## src/rtl/cpu_run_controller.sv

```systemverilog
// cpu_run_controller: turns divided-clock rising edges into gated CPU clock-enable pulses with run/halt/step control
module cpu_run_controller #(
  parameter logic [15:0] DEBOUNCE_CYCLES = 16'd50000,
  parameter int          CNT_W           = 32,
  parameter logic        START_RUN       = 1'b0
) (
  input  logic             clk_in,
  input  logic             rst_n,
  input  logic             div_clk,
  input  logic             btn_run,
  input  logic             btn_halt,
  input  logic             btn_step,
  output logic             cpu_ce,
  output logic [1:0]       mode,
  output logic [CNT_W-1:0] cycle_count
);
  typedef enum logic [1:0] {HALT = 2'b00, RUN = 2'b01, STEP_WAIT = 2'b10} state_t;
  state_t     state;
  logic       s1, s2, s3;
  logic       tick;
  logic [2:0] raw;
  logic [2:0] ev;
  logic       run_ev, halt_ev, step_ev;
  assign raw     = {btn_step, btn_halt, btn_run};
  assign run_ev  = ev[0];
  assign halt_ev = ev[1];
  assign step_ev = ev[2];
  assign tick    = s2 & ~s3;
  assign mode    = state;
  // two-flop synchroniser for div_clk plus one delay flop for rising-edge detection
  always_ff @(posedge clk_in)
    if (!rst_n) {s1, s2, s3} <= 3'b000;
    else {s1, s2, s3} <= {div_clk, s1, s2};
  for (genvar b = 0; b < 3; b++) begin : g_db
    logic [15:0] cnt;
    logic        lvl;
    logic        pe;
    assign ev[b] = pe;
    // accept a new level only after it has differed from the current one for DEBOUNCE_CYCLES edges in a row
    always_ff @(posedge clk_in)
      if (!rst_n) begin
        cnt <= '0;
        lvl <= 1'b0;
        pe  <= 1'b0;
      end else if (raw[b] == lvl) begin
        cnt <= '0;
        pe  <= 1'b0;
      end else if (cnt == DEBOUNCE_CYCLES - 16'd1) begin
        cnt <= '0;
        lvl <= raw[b];
        pe  <= raw[b];
      end else begin
        cnt <= cnt + 16'd1;
        pe  <= 1'b0;
      end
  end
  // run/halt/step state machine with the gated enable and retired-enable counter
  always_ff @(posedge clk_in)
    if (!rst_n) begin
      state       <= START_RUN ? RUN : HALT;
      cpu_ce      <= 1'b0;
      cycle_count <= '0;
    end else begin
      cpu_ce      <= tick & ~halt_ev & (state == RUN | state == STEP_WAIT) & ~(state == STEP_WAIT & run_ev);
      cycle_count <= cycle_count + CNT_W'(cpu_ce);
      unique case (state)
        HALT:      state <= halt_ev ? HALT : run_ev ? RUN : step_ev ? STEP_WAIT : HALT;
        RUN:       state <= halt_ev ? HALT : RUN;
        STEP_WAIT: state <= halt_ev ? HALT : run_ev ? RUN : tick ? HALT : STEP_WAIT;
        default:   state <= HALT;
      endcase
    end
endmodule
```

## config.mk

```make
export PLATFORM = sky130hd
export DESIGN_NAME = cpu_run_controller
export DESIGN_NICKNAME = d
export VERILOG_FILES = /design/src/rtl/cpu_run_controller.sv
export SDC_FILE = /design/constraint.sdc
export NUM_CORES = 1
export LEC_CHECK = 0
export ABC_AREA = 1
export BUFFER_PORTS_ARGS = -buffer_cell sky130_fd_sc_hd__buf_2
export CAP_MARGIN = 20
export CORE_ASPECT_RATIO = 0.7
export CORE_MARGIN = 3
export CORE_UTILIZATION = 45
export DETAILED_ROUTE_END_ITERATION = 10
export PLACE_DENSITY = 0.61
export SYNTH_ARGS = -nofsm -noshare
export SYNTH_HDL_FRONTEND = slang
export SYNTH_SLANG_ARGS = --single-unit
```

## constraint.sdc

```tcl
create_clock -name clk_in -period 1.77 [get_ports clk_in]
set_clock_uncertainty 0.1 [all_clocks]
set_input_delay 0.2655 -clock clk_in [delete_from_list [all_inputs] [get_ports clk_in]]
set_output_delay 0.2655 -clock clk_in [all_outputs]
set_load 0.005 [all_outputs]
```

=== Yosys cells after proc, flatten, opt, wreduce, memory -nomap -nowiden ===
Index checks and enable logic that the tools add are counted.

* Flip-flop bits (word level): 92
* Input port bits: 6
* Output and inout bits: 35
* Word-level logic and storage cells: 61

* Add/sub/neg operators: 4
* Equal/unequal tests: 8
* Mux-type cells: 8
* Bitwise gates (word level): 16
* Reductions and logical operators: 10

{| class="wikitable"
|+ Operator list
! kind !! number
|-
| adder 16 x 1 -> 16 bit, second input constant || 3
|-
| == test 16 bit, second input constant || 3
|-
| adder 32 x 1 -> 32 bit || 1
|-
| OR reduction 3 bit || 6
|-
| 2-to-1 mux 2 bit || 6
|-
| NOT 1 bit || 10
|-
| case mux 2 bit (3 select lines) || 1
|-
| AND reduction 2 bit || 3
|-
| AND 1 bit || 5
|-
| == test 1 bit || 3
|-
| == test 2 x 1 -> 1 bit, second input constant || 1
|-
| == test 2 bit, second input constant || 1
|-
| logical NOT 2 bit || 1
|-
| 2-to-1 mux 1 bit || 1
|-
| OR 1 bit || 1
|}

=== Depth between registers and ports, before layout ===
* Depth in word-level cells: 6
* Mapped depth: 9
* Gate-level depth less buffers: 9

=== Worst setup path after synthesis ===
No wires, ideal clock.

* Path type: reg-to-reg
* Start point: reg cpu_ce
* End point: reg cycle_count[20]
* Setup time: 0.115 ns
* Data arrival time: 1.295 ns
* Data required time: 1.555 ns
* Setup slack: 0.260 ns
* Stages on the path, launching flop included: 10
* Path buffers: 0
* Period minus slack after synthesis: 1.510 ns
* Cells stage by stage: dfxtp_1 -> ha_1 -> ha_1 -> inv_1 -> nor2_1 -> nand2_2 -> nor2_4 -> nand3_1 -> nand2_1 -> nor2_1

* Longest elaborated chain between the ends: 1

{| class="wikitable"
|+ RTL lines
! element !! line !! RTL
|-
| start, declared || 13 || <nowiki>output logic cpu_ce,</nowiki>
|-
| start signal, assigned || 64 || <nowiki>cpu_ce <= tick & ~halt_ev & (state == RUN | state == STEP_WAIT) & ~(state == STEP_WAIT & run_ev);</nowiki>
|-
| adder 32 x 1 -> 32 bit || 65 || <nowiki>cycle_count <= cycle_count + CNT_W'(cpu_ce);</nowiki>
|-
| end signal, assigned || 65 ||
|-
| end, declared || 15 || <nowiki>output logic [CNT_W-1:0] cycle_count</nowiki>
|}

Every way passes these cells.
A chain may end at the register's enable or synchronous reset.

=== Final worst setup path ===
* Start point: reg g_db[2].cnt[0]
* End point: reg g_db[2].cnt[10]

* Longest elaborated chain between the ends: 2
* Elaborated cells on any way between the ends: 3
* Classes of those cells: 1 x add/sub; 1 x eq/ne; 1 x reduce/logical

{| class="wikitable"
|+ RTL lines
! element !! line !! RTL
|-
| start, declared || 35 || <nowiki>logic [15:0] cnt;</nowiki>
|-
| start signal, assigned || 53 || <nowiki>cnt <= cnt + 16'd1;</nowiki>
|-
| parallel branches: the longest is 2 deep, another holds adder 16 x 1 -> 16 bit || -- ||
|}

Several ways; the timed one is not identified.

==> results.yml <==
setup_path:
  slowest_delay_ns: 0.35
  worstSetupPathType: "reg -> reg"
  critPathRequiredTime_ns: 1.89
  cp-start-kind: "flop"
  crit_slowest_cell: "dfxtp_1"
  critPathArrivalTime_ns: 1.71
  cp_max_fo: 16
  crit_path_cell_trace: "ha_1, nand3_1, nor2_1, nand3_1, nand2_2, nor2_1"
  end_kind: "flop"
die:
  top_level_ports: 41
  core_area_um2: 9360
  die_width_um: 125
  fp.dieH_um: 89.5
  die_area_um2: 11200
  row_count: 29
  start_util_pct: 47.9
sta:
  fmax_mhz: 628
  finalSetupTns_ns: 0
  maxSlewViolCount: 0
  fin_crit_sh_pct: 90.0
  worst_pin_slew_ns: 0.315
  hold_viol: 0
  min_period_ns: 1.59
  fin_ws_ns: 0.177
  setup_viol: 0
  relSlewSlack_pct: 78.9
  holdWs_ns: 0.0450
  rsz0062_at_grt: "no"
grt:
  antenna_found_initial: 0
  grt_max_degree: 24
  grt_pass1_vias: 3603
  grt_first_pass_wirelength_um: 17100
  track_usage_pct: 18.8
  grt_overflow: 0
routing:
  drt_iter0_drc: 322
  routed_wl_um: 10200
  via_count: 4178
  drtPass1Iterations: 5
  vias_per_cell: 4.97
  routedWlPerCell_um: 12.1
  ant_nets: 0
  drcViolationCount: 0
finish:
  post-route-util_pct: 54.4
  fill_cells: 945
  area_delta_synth_final_pct: 13.5
  insertedDiodeCount: 0
  nets: 728
  drive_gt1_share_pct: 10.5
cts:
  insertion_delay_ns: 0.34
  postCtsSetupRepairBufs: 0
  clkTransAtPathRegs_ns: 0.06
  clk_path_buf_depth: 2
  ctsHtreeMaxLevel: 3
  cts_buffers: 9
  cts_root_buf: "clkbuf_16"
  clock_sinks: 92
  cts_tree: "yes"
  cts_hold_buf: 0
synthesis:
  syn-num-nets: 682
  syn-cell-area_um2: 4490
  synth_warnings: 0
  postSynthAreaPerCell_um2: 6.74
  synth_seq_area_share_pct: 41.0
  ys_seq_elements: 92
  syn_inst: 666
  ys_types: 27
run:
  maxCapViolations: 0
placed_design:
  dp_slack_ns: 0.154
  port_buffers: 40
  finalWeightedCongestion: 0.897
  dp.final_hpwl_um: 7700
pwr:
  power.leakage_nw: 1.99
  p_per_area_nw_per_um2: 787
  vdd_ir_drop_max_v: 0.000453
worst_hold_path:
  min_path_type: "in -> reg"
outcome:
  status: "complete, no violations"
[cell usage after synthesis, drive strengths merged]
cell	n	area [µm²]
nand2	171	657
nor2	150	616
dfxtp	92	1840
inv	73	274
a21oi	46	230
nand3	46	230
o21ai	15	75.1
nand4	13	81.3
xor2	12	105
nor3	11	55.1
ha	10	125
xnor2	6	52.6
buf	5	45.0
or2	5	31.3
and2	4	25.0
clkbuf	2	7.51
nand3b	2	15.0
a22oi	1	7.51
and3	1	6.26
nor4	1	6.26
[cells by family after synthesis]
family,synth area share (%)
AND/OR/NAND/NOR,38.4
flip-flops,41.0
buffers and inverters,7.28
AO/OA/AOI/OAI,6.97
XOR/XNOR,3.51
adder cells (fa/ha/maj),2.79
[path summary, 6_finish.rpt]
check	start	end	slack [ns]	depth (start not counted)
min	div_clk	s1	0.04	3
min reg2reg	s1	s2	0.31	2
max reg2reg	g_db[2].cnt[0]	g_db[2].cnt[10]	0.18	6
max	g_db[2].cnt[0]	g_db[2].cnt[10]	0.18	6
[routing by layer]
metal | vias to the layer above | track usage (%) | share of wire [%]
met2 | 81 | 27.1 | 40
met1 | 1882 | 27.8 | 54
met3 | 12 | 4.36 | 5.5
met4 | 0 | 6.10 | 1.3
met5 | - | 0 | 0
li1 | 2203 | - | -
[cell type report]
cell class,count,area [µm²],area share (%)
Timing Repair Buffer,42,215,4.23
Sequential cell,92,1840,36.2
Inverter,73,274,5.38
Multi-Input combinational cell,494,2330,45.7
Clock buffer,14,244,4.79
Tap cell,124,155,3.05
Clock inverter,2,35.0,0.688
[cells in the final DEF, fill, tap and decap left out]
cell / synthesis / final
clkinv_2: 0 / 1
a22oi_1: 1 / 1
nor2_1: 139 / 139
a21oi_1: 46 / 46
dfxtp_2: 0 / 1
dfxtp_1: 92 / 91
ha_2: 0 / 1
nand2_1: 165 / 165
buf_2: 0 / 40
and2_1: 4 / 4
nand3_1: 46 / 46
ha_1: 10 / 9
xnor2_1: 6 / 6
inv_1: 73 / 73
and3_1: 1 / 1
o21ai_0: 13 / 13
nand3b_1: 2 / 2
or2_2: 3 / 3
o21ai_1: 2 / 2
clkbuf_1: 2 / 5
or2_1: 2 / 2
nor2_2: 6 / 6
nor4_1: 1 / 1
nor3_1: 11 / 11
buf_4: 1 / 2
nand2_4: 0 / 1
nor2_4: 5 / 5
bufinv_16: 0 / 1
xor2_1: 12 / 12
nand2_2: 6 / 5
clkbuf_16: 0 / 9
nand4_1: 13 / 13
[sequential cells by signal, summed over array words and instances, names as in the netlist]
name         count
s1               1
cycle_count     32
mode             2
s3               1
g_db.pe          3
g_db.lvl         3
s2               1
g_db.cnt        48
cpu_ce           1
[metrics by stage]
step                power (W)  cell area [µm²]  std cells
floorplan             0.00219             4490        666
global placement      0.00221             4800        825
detailed placement    0.00221             4800        825
CTS                   0.00407             5080        841
global route          0.00416             5090        841
finish                0.00401             5090        841
[critical path: cells and delay by family, from the launching register on]
| family | cells | cell delay [ns] |
|---|---|---|
| adders and majority gates | 1 | 0.20 |
| DFF | 1 | 0.35 |
| and+or+nand+nor | 5 | 0.81 |
[what timing repair did]
action                     in CTS  in global routing
resized for setup               0                  3
setup endpoints to repair       0                  7
hold endpoints to repair        0                  0
[power by group]
| part | leakage, nW | internal [W] | total, W | switching [W] |
|---|---|---|---|---|
| clock network | 0.135 | 0.00109 | 0.00184 | 0.000748 |
| logic | 1.11 | 0.0000228 | 0.0000798 | 0.0000571 |
| registers | 0.743 | 0.00208 | 0.00209 | 0.00000552 |
No activity file was read; power rests on OpenSTA's default activity.
